`config.mk`:
```
export PLATFORM = sky130hd
export DESIGN_NAME = pipe_stage_skid
export DESIGN_NICKNAME = d
export VERILOG_FILES = /design/src/rtl/pipe_stage_skid.sv
export SDC_FILE = /design/constraint.sdc
export NUM_CORES = 1
export LEC_CHECK = 0
export BUFFER_PORTS_ARGS = -buffer_cell sky130_fd_sc_hd__buf_2
export CORE_ASPECT_RATIO = 1.4
export CORE_MARGIN = 5
export CORE_UTILIZATION = 55
export DETAILED_ROUTE_END_ITERATION = 6
export PLACE_DENSITY = 0.87
export SLEW_MARGIN = 10
export SYNTH_ARGS = -nofsm -noshare
export SYNTH_HDL_FRONTEND = slang
export SYNTH_SLANG_ARGS = --single-unit
```
`constraint.sdc`:
```
create_clock -name clk -period 5.8 [get_ports clk]
set_input_delay 0.29 -clock clk [delete_from_list [all_inputs] [get_ports clk]]
set_output_delay 0.29 -clock clk [all_outputs]
set_load 0.01 [all_outputs]
```
`src/rtl/pipe_stage_skid.sv`:
```
// Parametrised pipeline stage register with a 2-entry skid buffer, valid/ready
// handshake, synchronous flush and memory side-effect suppression by instruction type.
module pipe_stage_skid #(
    parameter int unsigned       DATA_W      = 96,
    parameter int unsigned       TYPE_W      = 4,
    parameter logic [DATA_W-1:0] RESET_VALUE = '0,
    parameter logic [TYPE_W-1:0] KILL_T0     = TYPE_W'(4'b1011),
    parameter logic [TYPE_W-1:0] KILL_T1     = TYPE_W'(4'b0101),
    parameter logic [TYPE_W-1:0] KILL_T2     = TYPE_W'(4'b0110)
) (
    input  logic              clk,
    input  logic              reset,
    input  logic              flush,
    input  logic              in_valid,
    output logic              in_ready,
    input  logic [DATA_W-1:0] in_payload,
    input  logic [TYPE_W-1:0] in_type,
    input  logic              in_reg_wr_en,
    input  logic              in_is_load,
    input  logic              in_is_store,
    output logic              mem_suppress,
    output logic              out_valid,
    input  logic              out_ready,
    output logic [DATA_W-1:0] out_payload,
    output logic [TYPE_W-1:0] out_type,
    output logic              out_reg_wr_en,
    output logic              out_is_load,
    output logic              out_is_store,
    output logic [1:0]        occupancy
);

    typedef struct packed {
        logic [DATA_W-1:0] payload;
        logic [TYPE_W-1:0] typ;
        logic              reg_wr_en;
        logic              is_load;
        logic              is_store;
    } entry_t;

    typedef enum logic [1:0] {
        ST_EMPTY = 2'd0,
        ST_ONE   = 2'd1,
        ST_TWO   = 2'd2
    } state_t;

    state_t state_q, state_d;
    entry_t main_q, main_d;
    entry_t skid_q, skid_d;
    entry_t in_entry;
    logic   accept;
    logic   pop;

    // Suppression is decoded from the incoming type and baked in at capture time.
    assign mem_suppress = (in_type == KILL_T0) || (in_type == KILL_T1) || (in_type == KILL_T2);

    always_comb begin
        in_entry.payload   = in_payload;
        in_entry.typ       = in_type;
        in_entry.reg_wr_en = in_reg_wr_en;
        in_entry.is_load   = in_is_load & ~mem_suppress;
        in_entry.is_store  = in_is_store & ~mem_suppress;
    end

    // Ready is a function of held state only, so it never loops back through out_ready.
    assign in_ready  = (state_q != ST_TWO) & ~reset;
    assign out_valid = (state_q != ST_EMPTY);
    assign accept    = in_valid & in_ready;
    assign pop       = out_valid & out_ready;

    always_comb begin
        state_d = state_q;
        main_d  = main_q;
        skid_d  = skid_q;
        if (reset) begin
            state_d           = ST_EMPTY;
            main_d.payload    = RESET_VALUE;
            main_d.typ        = RESET_VALUE[TYPE_W-1:0];
            main_d.reg_wr_en  = 1'b0;
            main_d.is_load    = 1'b0;
            main_d.is_store   = 1'b0;
            skid_d            = '0;
        end else if (flush) begin
            state_d = ST_EMPTY;
        end else begin
            unique case (state_q)
                ST_EMPTY: begin
                    if (accept) begin
                        main_d  = in_entry;
                        state_d = ST_ONE;
                    end
                end
                ST_ONE: begin
                    if (accept && pop) begin
                        main_d = in_entry;
                    end else if (accept) begin
                        skid_d  = in_entry;
                        state_d = ST_TWO;
                    end else if (pop) begin
                        state_d = ST_EMPTY;
                    end
                end
                ST_TWO: begin
                    if (pop) begin
                        main_d  = skid_q;
                        skid_d  = '0;
                        state_d = ST_ONE;
                    end
                end
                default: state_d = ST_EMPTY;
            endcase
        end
    end

    always_ff @(posedge clk) begin
        state_q <= state_d;
        main_q  <= main_d;
        skid_q  <= skid_d;
    end

    // Control outputs are gated so a bubble never causes a side-effect.
    assign out_payload   = main_q.payload;
    assign out_type      = main_q.typ;
    assign out_reg_wr_en = out_valid & main_q.reg_wr_en;
    assign out_is_load   = out_valid & main_q.is_load;
    assign out_is_store  = out_valid & main_q.is_store;
    assign occupancy     = state_q;

endmodule

```
Word-level counts from Yosys, hierarchy flattened --
Index checks and enable logic that the tools add are counted. Widths: inputs -> output; s select.
Storage, ports and cells: register bits 208, input bits 108, output and inout port bits 108, logic and storage cells 58
Operators by class: equal/unequal tests 12, multiplexer cells 13, bitwise gates (word level) 11, reductions and logical operators 11
Operators with widths (number):
- $mux 103 | 5
- $pmux 103 s3 | 1
- $pmux 103 s2 | 1
- $ne 2x2->1 const B | 6
- $mux 2 | 5
- $reduce_and 5->1 | 2
- $and 1x1->1 | 8
- $eq 4x3->1 const B | 2
- $pmux 2 s3 | 1
- $eq 4x4->1 const B | 1
- $reduce_and 4->1 | 1
- $reduce_bool 2->1 | 2
- $ne 3x3->1 const B | 1
- $not 1->1 | 3
- $reduce_bool 3->1 | 1
- $eq 2x1->1 const B | 1
- $eq 2x2->1 const B | 1
- $logic_not 2->1 | 1
- $logic_or 1x1->1 | 2
- $reduce_or 2->1 | 1
- $logic_and 1x1->1 | 1

Longest topological paths before layout --
depth in word-level cells 8, depth in mapped cells 6, mapped depth without buffers 4

Worst setup path after synthesis --
Ideal clock, no wire load.
kind register -> register, start point register state_q[1] (netlist: occupancy[1]), end point register skid_q[34] (netlist bit), setup time 0.065 ns, arrival time 1.939 ns, required time 5.735 ns, slack 3.795 ns, cell stages (with the launch flop) 7, buffers on the path 2, clock period less this slack 2.005 ns, path through dfxtp_1 > or3b_1 > o31ai_2 > buf_2 > buf_4 > mux2_2 > nor2_1
On the way: word-level cells in the longest chain between the ends 6, elaborated cells between the ends (all ways) 14, classes of those cells 6 x eq/ne; 1 x mux; 3 x bitwise; 4 x reduce/logical
Ends and longest elaborated chain:
- start: declaration | line 46 | state_t state_q, state_d;
- start signal: assignment | line 115 | state_q <= state_d;
- $ne 2x2->1 | line 65 | assign in_ready = (state_q != ST_TWO) & ~reset;
- $and 1x1->1 | line 65
- $and 1x1->1 | line 67 | assign accept = in_valid & in_ready;
- $logic_and 1x1->1 | line 93 | if (accept && pop) begin
- $ne 2x2->1 (no source line)
- $reduce_and 5->1 (no source line)
- end signal: assignment | line 117 | skid_q <= skid_d;
- end: declaration | line 48 | entry_t skid_q, skid_d;
Several ways; a longest one is shown, not always the timed one. A chain may end at the register's enable or synchronous reset.

Final worst setup path --
start point register state_q[1] (netlist: occupancy[1]), end point register main_q (netlist bit out_payload[86])
On the way: word-level cells in the longest chain between the ends 6, elaborated cells between the ends (all ways) 15, classes of those cells 6 x eq/ne; 1 x mux; 3 x bitwise; 5 x reduce/logical
Ends and longest elaborated chain:
- $ne 2x2->1 | line 65
- $and 1x1->1 | line 65
- $and 1x1->1 | line 67
- $logic_and 1x1->1 | line 93
- $ne 2x2->1 (no source line)
- $reduce_and 5->1 (no source line)
- end signal: assignment | line 116 | main_q <= main_d;
- end: declaration | line 47 | entry_t main_q, main_d;
Several ways; a longest one is shown, not always the timed one.

==> impl_metrics.ini <==
[status]
status = finished clean

[power]
p_leak_nw = 4.14
power.density_mw_per_mm2 = 291
peakVddDrop_v = 0.000256

[floorplan]
die_w_um = 121
placeableCoreArea_mm2 = 0.0169
die_h_um = 165
num_io_pins = 216
die_area_mm2 = 0.0200
placementRows = 56
start_util_pct = 56.1

[placed_design]
hpwl_um = 13600
port_buffers = 215
finalWeightedCongestion = 0.758

[setup_path]
cp-startpoint = occupancy[1]$_SDFFE_PP0P_
r2r-start = occupancy[1]$_SDFFE_PP0P_
critPathCaptureType = flip-flop
worst_ep_required_time_ns = 6.17
cp_slowest_cell = nor2b_4
cp_slowest_stage_delay_ns = 0.91
cp_data_arrival_time_ns = 3.15
cp_max_fo = 65
setup.worst_path.class = flip-flop to flip-flop
cp-start-kind = flip-flop
cp_cell_sequence = nor2b_4 -> buf_4 -> nand2_1 -> a311oi_1

[global_routing]
grt_use_total_pct = 20.2
antenna_found_initial = 4
grt_pass1_vias = 7228
grt_pass1_wl_um = 34000
grt_max_degree = 123
overflow = 0

[synth]
synth_xor_area_share_pct = 0.0924
seq_area_frac_synth_pct = 43.9
synth_top_family_by_area = simple AND/OR/NAND/NOR gates
synth_top_area_cell = dfxtp_1
synth_most_common_cell = dfxtp_1
synth_compound_area_share_pct = 10.6
synth_area_leaders = dfxtp_1, mux2_2, a311oi_1
synth.area.mux_share_pct = 12.1
synth_warnings = 0
yosysTopAreaCellShare_pct = 43.9
async_flop_share_pct = 0
synth-seq-cells = 208
ys_types = 28
synth.avg_cell_area_um2 = 8.35
synthTopCellsByCount = dfxtp_1, nor2_1, nand2_1
synthesis.nets = 1243
synth_enable_flop_cells = 0
synth-simple-area-share_pct = 17.5
post_synth_fa_ha_maj_area_fraction_pct = 0
syn_inst = 1135
syn_area_mm2 = 0.00948
dominantRegCellSynth = dfxtp_1

[route]
vias_per_cell = 5.22
wire_per_inst_um = 14.6
drt_wl_total_um = 21100
first_pass_iters = 5
drc_errors = 0
vias = 7529
ant_nets = 0
drtIter0Drc = 559

[clock_tree]
cts_resized = 0
cts.sinks = 208
cts_tree = yes
insertion_delay_ns = 0.48
h-tree-depth = 1
clockRootBuffer = clkbuf_16
cts_hold_buf = 0
post-cts-setup-buffers = 0
clockBufferDepth = 3
clkTransAtPathRegs_ns = 0.06
cts_buffers = 21

[timing]
worst_pin_slew_ns = 1.18
slew_violations = 0
finalSetupTns_ns = 0
timing.final.crit_share_pct = 47.9
fmax_mhz = 360
setup_viol = 0
clock_skew_ns = 0.00964
rsz0062_at_grt = false
layout_min_cycle_time_ns = 2.78
relSlewSlack_pct = 21.4
hold_slack_ns = 0.0647
finalHoldViolations = 0

[worst_hold_path]
hold_class = input pin to flip-flop
min_from = in_is_store

[finish]
drive_gt1_share_pct = 29.4
nets = 1309
area_growth_pct = 10.4
final.fill_count = 1440

[flow_run]
maxCapViolCount = 0
[flip-flops by register name (all words and copies together), names as in the netlist]
signal / cells
skid_q: 103
out_payload: 96
out_type: 4
main_q: 3
occupancy: 2
[metal layers]
metal  up-vias  GRT usage (%)  wire, um
li1       3746              -         -
met1      3520           24.8      8550
met2       200           35.2     10600
met3        59           3.17      1140
met4         4           8.76       790
met5         -              0        27
[cell families (layout without fill, tap and decap cells)]
family	count (synthesis)	count (layout)
xor+xnor	1	1
other cells	0	2
simple gates	428	428
mux	102	102
compound gates	115	115
flops	208	208
buf+inv	281	355
[cell type report]
| cell class | instances | area [um2] | share of cell area, % |
|---|---|---|---|
| Timing Repair Buffer | 222 | 1130 | 10.8 |
| Inverter | 102 | 383 | 3.66 |
| Tap cell | 232 | 290 | 2.77 |
| Multi-Input combinational cell | 646 | 3840 | 36.7 |
| Sequential cell | 208 | 4160 | 39.8 |
| Clock buffer | 26 | 564 | 5.39 |
| Clock inverter | 5 | 77.6 | 0.741 |
| Antenna cell | 2 | 5.00 | 0.0478 |
[report_power, final]
group | internal, mW | leakage, nW | total [mW] | switching (mW)
Combinational | 0.105 | 2.14 | 0.252 | 0.147
Clock | 0.770 | 0.313 | 1.29 | 0.522
Sequential | 1.47 | 1.69 | 1.50 | 0.0237
Total | 2.35 | 4.14 | 3.04 | 0.693
[cells in the final DEF (no fill, tap or decap), types with 2 or more instances in the layout]
master     synthesis  routed
nor2_1           206     206
diode_2            0       2
or4bb_1            2       2
o31ai_4            1       2
nand2b_1           4       3
a22oi_1            2       2
clkbuf_8           0       2
clkinv_2           0       2
buf_4            111       7
dfxtp_1          208     208
a211oi_1           2       2
clkbuf_1          48       3
clkbuf_16          0      21
a311oi_1         101     101
a21oi_1            4       4
nand2_1          204     204
bufinv_16          0       2
buf_2             20     214
mux2_2           101     101
inv_1            102     102
nand3_1            2       2
nor2b_1            6       5
[final timing paths]
kind / to / cells past startpoint / slack, ns
max reg2reg: out_payload[86]$_SDFFE_PP0P_ / 4 / 3.02
min reg2reg: skid_q[0]$_SDFFE_PP0P_ / 2 / 0.46
max: out_payload[86]$_SDFFE_PP0P_ / 4 / 3.02
min: skid_q[0]$_SDFFE_PP0P_ / 3 / 0.06
[through the flow]
step	instance area [um2]	utilization [%]	std cells	setup slack [ns]	total power [mW]
4_1_cts	10500	61.9	1441	2.98	3.07
2_1_floorplan	9480	-	1135	3.80	1.72
3_3_place_gp	9820	58.1	1410	2.99	1.77
3_5_place_dp	9820	58.1	1410	2.93	1.78
5_1_grt	10500	62.0	1443	2.79	3.16
6_report	10500	62.0	1443	3.02	3.04
[critical path, delay by kind of cell (launching register included)]
kind	cells	cell delay [ns]
compound gates	1	0.33
buf+inv	1	0.72
simple gates	2	1.05
flops	1	0.54
Note: power is estimated with default switching activity, not from simulation.
